==> src/rtl/snake_sfx_sequencer.sv <==
// Priority sound-effect sequencer driving the snake game's piezo beeper.
// Define SFX_PREEMPT_EN to let a higher-priority request restart an effect in progress.
module snake_sfx_sequencer #(
    parameter int unsigned NOTE_CYCLES = 5_000_000,
    parameter int unsigned GAP_CYCLES  = 1_000_000,
    parameter int unsigned DIV_SHIFT   = 0
) (
    input  logic       clk,
    input  logic       rst,
    input  logic       req_eat,
    input  logic       req_start,
    input  logic       req_crash,
    input  logic       mute,
    output logic       beep,
    output logic       busy,
    output logic [1:0] active_id
);

    typedef enum logic [1:0] {IDLE, PLAY, GAP} state_t;

    localparam logic [15:0] HALF_DO = 16'd47774;
    localparam logic [15:0] HALF_RI = 16'd42568;
    localparam logic [15:0] HALF_MI = 16'd37919;
    localparam logic [15:0] HALF_FA = 16'd35791;
    localparam logic [15:0] HALF_SO = 16'd31888;
    localparam logic [15:0] HALF_XI = 16'd25309;

    localparam logic [31:0] NOTE_LAST = 32'(NOTE_CYCLES - 1);
    localparam logic [31:0] GAP_LAST  = (GAP_CYCLES == 0) ? 32'd0 : 32'(GAP_CYCLES - 1);

    state_t      state, state_n;
    logic [1:0]  id_q, id_n;
    logic [2:0]  idx_q, idx_n;
    logic [15:0] tone_cnt, tone_cnt_n;
    logic [31:0] dur_cnt, dur_cnt_n;
    logic [31:0] gap_cnt, gap_cnt_n;
    logic        tone_q, tone_n;
    logic [1:0]  req_id;
    logic [15:0] half;
    logic        last_note;

    function automatic logic [15:0] note_table(input logic [1:0] id, input logic [2:0] idx);
        logic [15:0] p;
        p = 16'd0;
        case (id)
            2'd1: p = (idx == 3'd0) ? HALF_SO : HALF_XI;
            2'd2: case (idx)
                      3'd0:    p = HALF_DO;
                      3'd1:    p = HALF_MI;
                      default: p = HALF_SO;
                  endcase
            2'd3: case (idx)
                      3'd0:    p = HALF_SO;
                      3'd1:    p = HALF_FA;
                      3'd2:    p = HALF_MI;
                      3'd3:    p = HALF_RI;
                      default: p = HALF_DO;
                  endcase
            default: p = 16'd0;
        endcase
        return p;
    endfunction

    always_comb begin
        req_id = 2'd0;
        if (req_crash)
            req_id = 2'd3;
        else if (req_start)
            req_id = 2'd2;
        else if (req_eat)
            req_id = 2'd1;
    end

    always_comb begin
        half = note_table(id_q, idx_q) >> DIV_SHIFT;
        case (id_q)
            2'd1:    last_note = (idx_q == 3'd1);
            2'd2:    last_note = (idx_q == 3'd2);
            2'd3:    last_note = (idx_q == 3'd4);
            default: last_note = 1'b1;
        endcase
    end

    always_ff @(posedge clk) begin
        if (rst) begin
            state    <= IDLE;
            id_q     <= 2'd0;
            idx_q    <= 3'd0;
            tone_cnt <= 16'd0;
            dur_cnt  <= 32'd0;
            gap_cnt  <= 32'd0;
            tone_q   <= 1'b0;
        end else begin
            state    <= state_n;
            id_q     <= id_n;
            idx_q    <= idx_n;
            tone_cnt <= tone_cnt_n;
            dur_cnt  <= dur_cnt_n;
            gap_cnt  <= gap_cnt_n;
            tone_q   <= tone_n;
        end
    end

    // Every note, including one following another with no gap, starts from a low tone level.
    always_comb begin
        state_n    = state;
        id_n       = id_q;
        idx_n      = idx_q;
        tone_cnt_n = tone_cnt;
        dur_cnt_n  = dur_cnt;
        gap_cnt_n  = gap_cnt;
        tone_n     = tone_q;
        case (state)
            IDLE: begin
                if (req_id != 2'd0) begin
                    state_n    = PLAY;
                    id_n       = req_id;
                    idx_n      = 3'd0;
                    tone_cnt_n = 16'd0;
                    dur_cnt_n  = 32'd0;
                    gap_cnt_n  = 32'd0;
                    tone_n     = 1'b0;
                end
            end
            PLAY: begin
                if (tone_cnt == half) begin
                    tone_n     = ~tone_q;
                    tone_cnt_n = 16'd0;
                end else begin
                    tone_cnt_n = tone_cnt + 16'd1;
                end
                dur_cnt_n = dur_cnt + 32'd1;
                if (dur_cnt == NOTE_LAST) begin
                    tone_n     = 1'b0;
                    tone_cnt_n = 16'd0;
                    dur_cnt_n  = 32'd0;
                    if (last_note) begin
                        state_n = IDLE;
                        id_n    = 2'd0;
                    end else if (GAP_CYCLES > 0) begin
                        state_n   = GAP;
                        gap_cnt_n = 32'd0;
                    end else begin
                        idx_n = idx_q + 3'd1;
                    end
                end
            end
            GAP: begin
                tone_n    = 1'b0;
                gap_cnt_n = gap_cnt + 32'd1;
                if (gap_cnt == GAP_LAST) begin
                    state_n    = PLAY;
                    idx_n      = idx_q + 3'd1;
                    tone_cnt_n = 16'd0;
                    dur_cnt_n  = 32'd0;
                    gap_cnt_n  = 32'd0;
                end
            end
            default: state_n = IDLE;
        endcase
`ifdef SFX_PREEMPT_EN
        // Effect ids double as priority, so a numerically larger request wins.
        if (state != IDLE && req_id > id_q) begin
            state_n    = PLAY;
            id_n       = req_id;
            idx_n      = 3'd0;
            tone_cnt_n = 16'd0;
            dur_cnt_n  = 32'd0;
            gap_cnt_n  = 32'd0;
            tone_n     = 1'b0;
        end
`endif
    end

    assign beep      = tone_q & ~mute;
    assign busy      = (state != IDLE);
    assign active_id = id_q;

endmodule

==> config.mk <==
export PLATFORM = sky130hd
export DESIGN_NAME = snake_sfx_sequencer
export DESIGN_NICKNAME = d
export VERILOG_FILES = /design/src/rtl/snake_sfx_sequencer.sv
export SDC_FILE = /design/constraint.sdc
export NUM_CORES = 1
export LEC_CHECK = 0
export CAP_MARGIN = 20
export CORE_ASPECT_RATIO = 0.8
export CORE_MARGIN = 1.5
export CORE_UTILIZATION = 40
export CTS_CLUSTER_SIZE = 25
export DETAILED_ROUTE_END_ITERATION = 10
export MAX_ROUTING_LAYER = met4
export PLACE_DENSITY = 0.58
export SLEW_MARGIN = 15
export SYNTH_ARGS = -nofsm -noshare
export SYNTH_HDL_FRONTEND = slang
export SYNTH_SLANG_ARGS = --single-unit
==> constraint.sdc <==
create_clock -name clk -period 3.1 [get_ports clk]
set_clock_uncertainty 0.1 [all_clocks]
set_input_delay 0.31 -clock clk [delete_from_list [all_inputs] [get_ports clk]]
set_output_delay 0.31 -clock clk [all_outputs]
set_load 0.005 [all_outputs]
Word level (Yosys, flattened, before mapping)
Index checks and enable logic that the tools add are counted.
{ "classes": {"addsub": 4, "n_eq_ne": 18, "n_mux": 37, "bitwise": 3, "reduce_logical": 13} }
{ "op_table": {"columns": ["cell", "count"], "rows": [
  ["two-way mux 32 bit", 6],
  ["one-hot mux 32 bit (3 select lines)", 2],
  ["one-hot mux 16 bit (3 select lines)", 2],
  ["adder 32 x 1 -> 32 bit (second input constant)", 2],
  ["two-way mux 16 bit", 4],
  ["one-hot mux 16 bit (4 select lines)", 1],
  ["== test 32 x 20 -> 1 bit (second input constant)", 1],
  ["== test 32 x 23 -> 1 bit (second input constant)", 1],
  ["one-hot mux 16 bit (2 select lines)", 1],
  ["two-way mux 2 bit", 9],
  ["adder 16 x 1 -> 16 bit (second input constant)", 1],
  ["== test 16 bit", 1],
  ["two-way mux 13 bit", 1],
  ["AND reduction 3 bit", 4],
  ["inequality test 2 bit (second input constant)", 5],
  ["AND reduction 4 bit", 2],
  ["nonzero test 2 bit", 4],
  ["== test 2 bit (second input constant)", 3],
  ["== test 3 x 2 -> 1 bit (second input constant)", 2],
  ["two-way mux 3 bit", 2],
  ["one-hot mux 1 bit (3 select lines)", 2],
  ["one-hot mux 2 bit (3 select lines)", 1],
  ["one-hot mux 3 bit (2 select lines)", 1],
  ["== test 2 x 1 -> 1 bit (second input constant)", 2],
  ["other kinds (11)", 15]
]} }
{ "word_totals": {"regBits": 88, "input_bits": 6, "out_inout_bits": 4} }

Depth between registers and ports, before layout
Gate-level depths: netlist of run 1.
{ "depth": {"depth_word": 7, "ltp_mapped": 11, "ltp_nobuf": 9} }

Worst setup path after synthesis of run 1
Ideal clock, no wire load.
{ "synth_path": {"path_kind": "register to register", "from": "reg idx_q[2]", "to": "reg tone_cnt[1]", "setup_time_ps": 122, "arrival_time_ps": 2456, "required_time_ps": 2878, "slack_ps": 422, "stages_incl_launch_ff": 12, "n_path_buf": 2, "path_cell_list": "dfxtp_1 -> clkbuf_1 -> inv_1 -> ha_1 -> nor2b_1 -> nor4b_2 -> xnor2_1 -> nor4b_1 -> o2111ai_1 -> o211ai_2 -> buf_4 -> o22ai_1"} }
{ "synth_between": {"elab_chain_len": 7, "word_cells_on_any_way": 12} }
{ "synth_rtl": {"columns": ["item", "line_no", "source"], "rows": [
  ["start: declaration", "33", "logic [2:0] idx_q, idx_n;"],
  ["start signal: assignment", "96", "idx_q <= idx_n;"],
  ["== test 3 x 2 -> 1 bit (tied with other cells)", "52", "2'd3: case (idx)"],
  ["one-hot mux 16 bit (4 select lines) (tied with other cells)", "52", null],
  ["one-hot mux 16 bit (3 select lines) *", "45", "case (id)"],
  ["== test 16 bit *", "126", "if (tone_cnt == half) begin"],
  ["two-way mux 16 bit *", "126", null],
  ["two-way mux 16 bit *", "133", "if (dur_cnt == NOTE_LAST) begin"],
  ["one-hot mux 16 bit (3 select lines) *", "113", "case (state)"],
  ["end signal: assignment", "97", "tone_cnt <= tone_cnt_n;"],
  ["end: declaration", "34", "logic [15:0] tone_cnt, tone_cnt_n;"]
]} }
Mark *: on every way between the ends. The rest lies on a longest branch, timed or not.
A chain may end at the register's enable or synchronous reset.

Final worst setup path of run 1
{ "layout_path": {"from": "reg idx_q[0]", "to": "reg tone_cnt[14]"} }
The elaborated chain is that of the path after synthesis.

==> results.sh, run 1 <==
export IMPL_port_buffers=9
export IMPL_netlist_instances=607
export IMPL_crit_buf_inv=3
export IMPL_yosysUniqueCellTypes=60
export IMPL_clock_latency_ps=350
export IMPL_gp_congestion=0.840
export IMPL_max_cap_violations=0
export IMPL_setup_worst_path_start_class="register"
export IMPL_initial_core_util_pct=40.8
export IMPL_crit_family="compound AO/OA/AOI/OAI gates"
export IMPL_status="finished clean"
export IMPL_relSlewSlack_pct=62.9
export IMPL_vdd_drop_max_v=0.000296
export IMPL_synthArstFlopShare_pct=0
export IMPL_syn_to_final_growth_pct=13.6
export IMPL_final_area_sq_um=5600
export IMPL_cts_max_level=3
export IMPL_drt_iter0_drc=251
export IMPL_arrival_ps=3110
export IMPL_diodes=0
export IMPL_endpoint_kind="register"
export IMPL_ys_seq_area_share_pct=35.8
export IMPL_setup_viol=0
export IMPL_synth_ff_type="dfxtp_1"
export IMPL_finalMaxSlewViolations=0
export IMPL_hpwlAfterDp_microns=8470
export IMPL_reg2reg_depth=11
export IMPL_clockBufferDepth=2
export IMPL_nNetsFinal=632
export IMPL_cpPeakStageDelay_ps=430
export IMPL_die_w_microns=127
export IMPL_final_min_clock_period_ps=2950
export IMPL_antenna_found_initial=0
export IMPL_syn_nets=621
export IMPL_dp_cells=758
export IMPL_fin_cells=775
export IMPL_cts_hold_buf=0
export IMPL_worstHoldStart="gap_cnt[1]"
export IMPL_synth_edf_count=0
export IMPL_crit_slowest_cell="nor4_1"
export IMPL_max_slew_worst_pin_slew_ps=555
export IMPL_r2r_start="idx_q[0]"
export IMPL_cp_num_cells=11
export IMPL_cts_root_buf="clkbuf_16"
export IMPL_cp_max_fo=16
export IMPL_critPathLaunch="idx_q[0]"
export IMPL_cts_setup_buffers=0
export IMPL_power_density_nw_per_um2=446
export IMPL_syn_cell_area_sq_um=4930
export IMPL_drcViolationCount=0
export IMPL_max_freq_mhz=339
export IMPL_wire_per_inst_microns=15.5
export IMPL_vias=4439
export IMPL_cts_tree="done"
export IMPL_routed_wl_microns=12000
export IMPL_track_usage_pct=20.2
export IMPL_chipHeight_microns=102
export IMPL_dieArea_sq_um=13000
export IMPL_dr_pass1_iters=4
export IMPL_pin_count=10
export IMPL_yosysWarnings=0
export IMPL_place_area_sq_um=5260
export IMPL_hold_viol=0
export IMPL_power_total_mw=2.50
export IMPL_worst_setup_path_type="reg -> reg"
export IMPL_grt_pass1_wl_microns=20400
export IMPL_rsz0062_at_grt="yes"
export IMPL_leakagePower_nw=1.80
export IMPL_final_cell_mix="88 x dfxtp_1, 73 x nor2_1, 43 x xnor2_1"
export IMPL_via_per_inst=5.73
export IMPL_hold_path_depth=2
export IMPL_grt_pass1_vias=4071
export IMPL_grt_start_max_net_pins=34
export IMPL_cts_sinks=88
export IMPL_numCtsBuffers=9
export IMPL_avgSynthCellArea_sq_um=8.12
export IMPL_worstHoldPathType="reg -> reg"
export IMPL_clk_pin_slew_ps=60
export IMPL_final_common_cell="dfxtp_1"
export IMPL_fin_crit_sh_pct=95.2
export IMPL_drive_above_1_share_pct=9.15
export IMPL_grt_overflow=0
export IMPL_core_region_area_sq_um=12100
export IMPL_cp_required_ps=3260
export IMPL_path_cells="inv_1 -> ha_1 -> buf_4 -> nand2b_1 -> nor4_1 -> a21boi_0 -> a32o_1 -> nand4_1 -> o211ai_2 -> buf_4 -> a21boi_0"
export IMPL_rows=36
export IMPL_synth_seq_cells=88
export IMPL_detail_route_antenna_nets=0
[cells in the mapped netlist, drive strengths merged, types with 13 or more instances]
library cell | n | area (sq um)
nand3 | 31 | 155
nand2 | 38 | 143
xnor2 | 43 | 377
clkbuf | 16 | 60.1
nand4 | 26 | 163
nor2 | 73 | 274
or3 | 13 | 81.3
a21oi | 40 | 200
inv | 23 | 86.3
nor4b | 14 | 135
xor2 | 28 | 245
nor4 | 25 | 156
nor3 | 20 | 110
dfxtp | 88 | 1760
[logic make-up (layout without fill, tap and decap cells)]
family          count (synthesis)  count (layout)  share of synthesized area (%)
fa+ha+maj                       8               8                           2.03
flops                          88              88                           35.8
buf+inv                        51              67                           4.24
xor+xnor                       71              71                           12.6
compound gates                 95              95                           12.5
mux                             1               1                          0.203
simple gates                  293             293                           32.6
[registers in the layout, summed over array words and instances (netlist names)]
signal	flops
dur_cnt	32
tone_cnt	16
idx_q	3
tone_q	1
state	2
gap_cnt	32
active_id	2
[path summary, 6_finish.rpt]
check	endpoint	slack, ps
min	gap_cnt[1]	410
max reg2reg	tone_cnt[14]	150
min reg2reg	gap_cnt[1]	410
max	tone_cnt[14]	150
[stage by stage]
| stage | util (%) | hold slack (ps) | TNS [ps] | setup slack [ps] |
|---|---|---|---|---|
| after floorplan | - | 289 | 0 | 422 |
| after global placement | 43.6 | 380 | 0 | 2.37 |
| after detailed placement | 43.6 | 392 | -3.49 | -3.49 |
| after CTS | 45.9 | 402 | 0 | 129 |
| after global routing | 46.4 | 441 | -20.8 | -20.8 |
| final | 46.4 | 411 | 0 | 148 |
[layer usage]
metal | vias up | global-route usage (%) | share of wire (%)
met1 | 2102 | 26.2 | 49
met3 | 16 | 4.03 | 3.5
met2 | 93 | 31.8 | 46
met5 | - | - | 0
met4 | 0 | 6.38 | 1.5
li1 | 2228 | - | -
[power breakdown]
group | internal (mW) | leakage (nW) | switching [mW] | total, mW
sequential | 1.14 | 0.710 | 0.0227 | 1.17
combinational | 0.114 | 0.940 | 0.188 | 0.302
clock | 0.584 | 0.145 | 0.445 | 1.03
total | 1.84 | 1.80 | 0.656 | 2.50
[layout make-up]
cell class	count	area [sq um]
clock buffer	11	253
timing repair buffer	28	245
inverter	23	86.3
clock inverter	5	28.8
tap	152	190
multi-input combinational	468	3030
sequential	88	1760
fill	1211	6480
[tightest hold or removal path: cells and delay by family (launching register included)]
family	cells	cell delay (ps)
AO/OA/AOI/OAI	2	150
flip-flops	1	320
[repair_timing]
| action | CTS | global route |
|---|---|---|
| hold endpoints to repair | 0 | 0 |
| gates resized for setup | 1 | 7 |
| setup endpoints to repair | 1 | 20 |
Power figures use the tool's default switching activity.
==> run 2: changes to the inputs <==
Settings changed: CORE_MARGIN 1.5 to 3, CORE_UTILIZATION 40 to 55, PLACE_DENSITY 0.58 to 0.75.
==> results.sh, run 2 (same netlist as run 1, synthesis figures left out) <==
export IMPL_gp_congestion=0.930
export IMPL_grt_pass1_vias=3976
export IMPL_status="finished clean"
export IMPL_fin_crit_sh_pct=92.1
export IMPL_pin_count=10
export IMPL_crit_buf_inv=2
export IMPL_r2r_start="idx_q[0]"
export IMPL_vdd_drop_max_v=0.000293
export IMPL_endpoint_kind="register"
export IMPL_cp_required_ps=3210
export IMPL_final_cell_mix="87 x dfxtp_1, 73 x nor2_1, 43 x xnor2_1"
export IMPL_drcViolationCount=0
export IMPL_switchingPower_mw=0.590
export IMPL_final_common_cell="dfxtp_1"
export IMPL_hold_path_depth=2
export IMPL_worst_setup_path_type="reg -> reg"
export IMPL_worstReg2RegEnd="tone_cnt[14]"
export IMPL_power_density_nw_per_um2=403
export IMPL_finalMaxSlewViolations=0
export IMPL_hold_viol=0
export IMPL_max_freq_mhz=350
export IMPL_dieArea_sq_um=10100
export IMPL_utilization_pct=62.7
export IMPL_clock_latency_ps=370
export IMPL_crit_slowest_cell="nor2b_1"
export IMPL_rows=30
export IMPL_relSlewSlack_pct=63.0
export IMPL_r2r_slack_ps=250
export IMPL_grt_overflow=0
export IMPL_clk_pin_slew_ps=80
export IMPL_pwr_share_clk_pct=33.3
export IMPL_power_total_mw=2.17
export IMPL_final_min_clock_period_ps=2850
export IMPL_max_slew_worst_pin_slew_ps=548
export IMPL_worstHoldStart="idx_q[1]"
export IMPL_setup_worst_path_start_class="register"
export IMPL_hpwlAfterDp_microns=8050
export IMPL_leakagePower_nw=1.71
export IMPL_port_buffers=9
export IMPL_power_frac_seq_pct=53.6
export IMPL_worstHoldPathType="reg -> reg"
export IMPL_netSwitchingFraction_pct=27.2
export IMPL_routed_wl_microns=11300
export IMPL_grt_start_max_net_pins=32
export IMPL_core_region_area_sq_um=8600
export IMPL_cts_root_buf="clkbuf_8"
export IMPL_grt_pass1_wl_microns=19000
export IMPL_cts_setup_buffers=0
export IMPL_tns_ps=0
export IMPL_via_per_inst=6.00
export IMPL_path_cells="inv_1 -> ha_1 -> nor2b_1 -> o221ai_1 -> a2111o_1 -> o21ai_0 -> o2111ai_1 -> o211ai_2 -> buf_4 -> a21boi_0"
export IMPL_track_usage_pct=23.0
export IMPL_chipHeight_microns=90.6
export IMPL_pwr_share_comb_pct=13.1
export IMPL_arrival_ps=2970
export IMPL_drt_iter0_drc=325
export IMPL_p_int_mw=1.58
export IMPL_dr_pass1_iters=5
export IMPL_cts_max_level=3
export IMPL_syn_to_final_growth_pct=9.40
export IMPL_vias=4404
export IMPL_cp_num_cells=10
export IMPL_die_w_microns=112
export IMPL_diodes=0
export IMPL_clockBufferDepth=2
export IMPL_setup_viol=0
export IMPL_cpPeakStageDelay_ps=430
export IMPL_cts_sinks=88
export IMPL_antenna_found_initial=0
export IMPL_wire_per_inst_microns=15.4
export IMPL_max_cap_violations=0
export IMPL_drive_above_1_share_pct=7.88
export IMPL_detail_route_antenna_nets=0
export IMPL_reg2reg_depth=10
export IMPL_cp_max_fo=16
export IMPL_cts_tree="done"
export IMPL_initial_core_util_pct=57.3
export IMPL_reg_top3="dur_cnt (32), gap_cnt (32), tone_cnt (16)"
export IMPL_crit_family="compound AO/OA/AOI/OAI gates"
export IMPL_min_to="idx_q[1]"
export IMPL_nNetsFinal=632
export IMPL_rsz0062_at_grt="no"
export IMPL_numCtsBuffers=9
-- run 2: changes by cell type in the layout (fill, tap and decap cells not counted), sizes merged --
cell	before	now
clkinv	4	1
clkbuf	11	13
-- run 2: cell type report --
type,count,area (sq um)
clock buffers,13,159
clock inverters,2,13.8
fillers,744,3210
inverters,23,86.3
multi-input cells,468,2990
flip-flops and latches,88,1760
well taps,112,140
repair buffers,28,233
-- run 2: worst max path at each step --
stage / startpoint / endpoint / slack [ps]
floorplan: idx_q[2] / tone_cnt[1] / 420
global placement: idx_q[0] / tone_cnt[14] / 290
detailed placement: idx_q[0] / tone_cnt[14] / 240
CTS: idx_q[0] / tone_cnt[14] / 200
global route: idx_q[1] / tone_cnt[14] / 6
finish: idx_q[0] / tone_cnt[14] / 250
-- run 2: per-stage QoR --
stage                     setup WS, ps  hold slack (ps)  cells  cell area (sq um)
after CTS                          204              406    734               5380
after floorplan                    422              289    607               4930
after detailed placement           239              394    719               5210
after global routing              6.04              429    734               5390
after global placement             294              382    719               5210
final                              245              400    734               5390
-- run 2: power by group through the flow --
stage / sequential, mW / clock, mW / combinational, mW
after floorplan: 1.18 / 0 / 0.197
after global placement: 1.19 / 0 / 0.276
after detailed placement: 1.19 / 0 / 0.278
after CTS: 1.16 / 0.756 / 0.279
after global routing: 1.17 / 0.797 / 0.310
final: 1.16 / 0.722 / 0.285
-- run 2: routing by layer --
metal	part of all wire (%)	routed length (microns)	vias up	track usage, %
li1	-	-	2211	-
met1	49	5480	2082	30.2
met2	46	5150	101	35.4
met3	4.9	549	10	5.49
met4	1.0	117	0	6.69
met5	0	0	-	-
-- run 2: timing repair --
action | CTS | global route
gates resized for setup | 0 | 2
setup endpoints to repair | 0 | 16
hold endpoints to repair | 0 | 0
hold buffers | 0 | 0
-- run 2: tightest hold or removal path: cells and delay by family, from the launching register on --
| kind | cells | cell delay [ps] |
|---|---|---|
| DFF | 1 | 340 |
| AOI/OAI and AO/OA | 1 | 50 |
| and+or+nand+nor | 1 | 60 |
==> run 3: changes to the inputs <==
Settings changed: RECOVER_POWER set to 25.
==> results.sh, run 3 (same netlist as run 1, synthesis figures left out) <==
export IMPL_crit_family="compound AO/OA/AOI/OAI gates"
export IMPL_vdd_drop_max_v=0.000293
export IMPL_setup_worst_path_start_class="register"
export IMPL_reg2reg_depth=10
export IMPL_nNetsFinal=632
export IMPL_hold_viol=0
export IMPL_track_usage_pct=23.0
export IMPL_cpPeakStageDelay_ps=430
export IMPL_numCtsBuffers=9
export IMPL_critPathCapture="tone_cnt[14]"
export IMPL_gp_congestion=0.930
export IMPL_path_cells="inv_1 -> ha_1 -> nor2b_1 -> o221ai_1 -> a2111o_1 -> o21ai_0 -> o2111ai_1 -> o211ai_2 -> buf_4 -> a21boi_0"
export IMPL_diodes=0
export IMPL_cts_max_level=3
export IMPL_fill_cells=746
export IMPL_grt_pass1_wl_microns=19000
export IMPL_power_frac_seq_pct=53.8
export IMPL_final_cell_mix="87 x dfxtp_1, 73 x nor2_1, 43 x xnor2_1"
export IMPL_pin_count=10
export IMPL_core_region_area_sq_um=8600
export IMPL_finalMaxSlewViolations=0
export IMPL_fin_crit_sh_pct=92.0
export IMPL_power_density_nw_per_um2=403
export IMPL_die_w_microns=112
export IMPL_dieArea_sq_um=10100
export IMPL_port_buffers=9
export IMPL_antenna_found_initial=0
export IMPL_crit_buf_inv=2
export IMPL_syn_to_final_growth_pct=9.04
export IMPL_cp_required_ps=3210
export IMPL_drive_above_1_share_pct=7.23
export IMPL_chipHeight_microns=90.6
export IMPL_switchingPower_mw=0.589
export IMPL_routed_wl_microns=11300
export IMPL_initial_core_util_pct=57.3
export IMPL_cts_hold_buf=0
export IMPL_wire_per_inst_microns=15.4
export IMPL_worst_setup_path_type="reg -> reg"
export IMPL_hpwlAfterDp_microns=8050
export IMPL_max_freq_mhz=351
export IMPL_worstReg2RegEnd="tone_cnt[14]"
export IMPL_clockBufferDepth=2
export IMPL_relSlewSlack_pct=58.4
export IMPL_cts_setup_buffers=0
export IMPL_power_total_mw=2.16
export IMPL_cts_sinks=88
export IMPL_cts_resized=0
export IMPL_setup_viol=0
export IMPL_worstHoldStart="idx_q[1]"
export IMPL_drt_iter0_drc=318
export IMPL_final_common_cell="dfxtp_1"
export IMPL_grt_pass1_vias=3976
export IMPL_critPathLaunch="idx_q[0]"
export IMPL_dr_pass1_iters=5
export IMPL_utilization_pct=62.5
export IMPL_grt_start_max_net_pins=32
export IMPL_max_cap_violations=0
export IMPL_pwr_share_comb_pct=12.8
export IMPL_drcViolationCount=0
export IMPL_grt_overflow=0
export IMPL_p_int_mw=1.57
export IMPL_r2r_slack_ps=250
export IMPL_rsz0062_at_grt="no"
export IMPL_detail_route_antenna_nets=0
export IMPL_arrival_ps=2960
export IMPL_cp_num_cells=10
export IMPL_clk_pin_slew_ps=80
export IMPL_status="finished clean"
export IMPL_cts_root_buf="clkbuf_8"
export IMPL_pwr_share_clk_pct=33.4
export IMPL_r2r_start="idx_q[0]"
export IMPL_endpoint_kind="register"
export IMPL_vias=4412
export IMPL_crit_slowest_cell="nor2b_1"
export IMPL_clock_latency_ps=370
export IMPL_max_slew_worst_pin_slew_ps=625
export IMPL_worstHoldPathType="reg -> reg"
export IMPL_reg_top3="dur_cnt (32), gap_cnt (32), tone_cnt (16)"
export IMPL_final_min_clock_period_ps=2850
export IMPL_tns_ps=0
export IMPL_cts_tree="done"
export IMPL_cp_max_fo=16
export IMPL_rows=30
export IMPL_leakagePower_nw=1.70
export IMPL_via_per_inst=6.01
export IMPL_netSwitchingFraction_pct=27.2
## run 3: cell count changes in the layout (fill, tap and decap cells not counted), moves of 2 or more
cell             before  now
dlygate4sd3_1         0    2
clkbuf_1              2    5
buf_4                19   15
clkdlybuf4s50_1       9    7
## run 3: final cells by class
cell class / count / area, sq um / share of cell area [%]
Sequential cell: 88 / 1760 / 32.8
Clock inverter: 2 / 13.8 / 0.256
Timing Repair Buffer: 28 / 219 / 4.08
Inverter: 23 / 86.3 / 1.61
Multi-Input combinational cell: 468 / 2990 / 55.7
Tap cell: 112 / 140 / 2.61
Clock buffer: 13 / 159 / 2.96
## run 3: per-stage QoR
step	worst slack, ps	instances	instance area [sq um]	hold WS (ps)
3_5_place_dp	239	719	5210	394
3_3_place_gp	294	719	5210	382
5_1_grt	5.78	734	5370	429
2_1_floorplan	422	607	4930	289
4_1_cts	204	734	5380	406
6_report	249	734	5370	400
## run 3: worst min-delay path by stage
stage | endpoint | depth (start not counted)
after global routing | idx_q[1] | 2
after CTS | idx_q[1] | 2
after global placement | idx_q[1] | 2
after floorplan | state[1] | 1
after detailed placement | idx_q[1] | 2
final | idx_q[1] | 2
## run 3: routing by layer
layer  share of wire, %  vias to the layer above  routed length, microns  GRT usage [%]
met5                  0                        -                       0              -
met4                1.0                        0                     117           6.69
met3                4.9                       10                     551           5.49
met2                 46                      102                    5170           35.4
met1                 48                     2089                    5450           30.2
li1                   -                     2211                       -              -
## run 3: power groups by stage
stage          registers, mW  clock network [mW]  logic, mW
2_1_floorplan           1.18                   0      0.197
3_3_place_gp            1.19                   0      0.276
3_5_place_dp            1.19                   0      0.278
4_1_cts                 1.16               0.756      0.279
5_1_grt                 1.17               0.797      0.303
6_report                1.16               0.722      0.278
## run 3: worst min-delay path: cells and delay by family, from the launching register on
family	cells	cell delay, ps
DFF	1	340
and+or+nand+nor	1	60
AOI/OAI and AO/OA	1	50
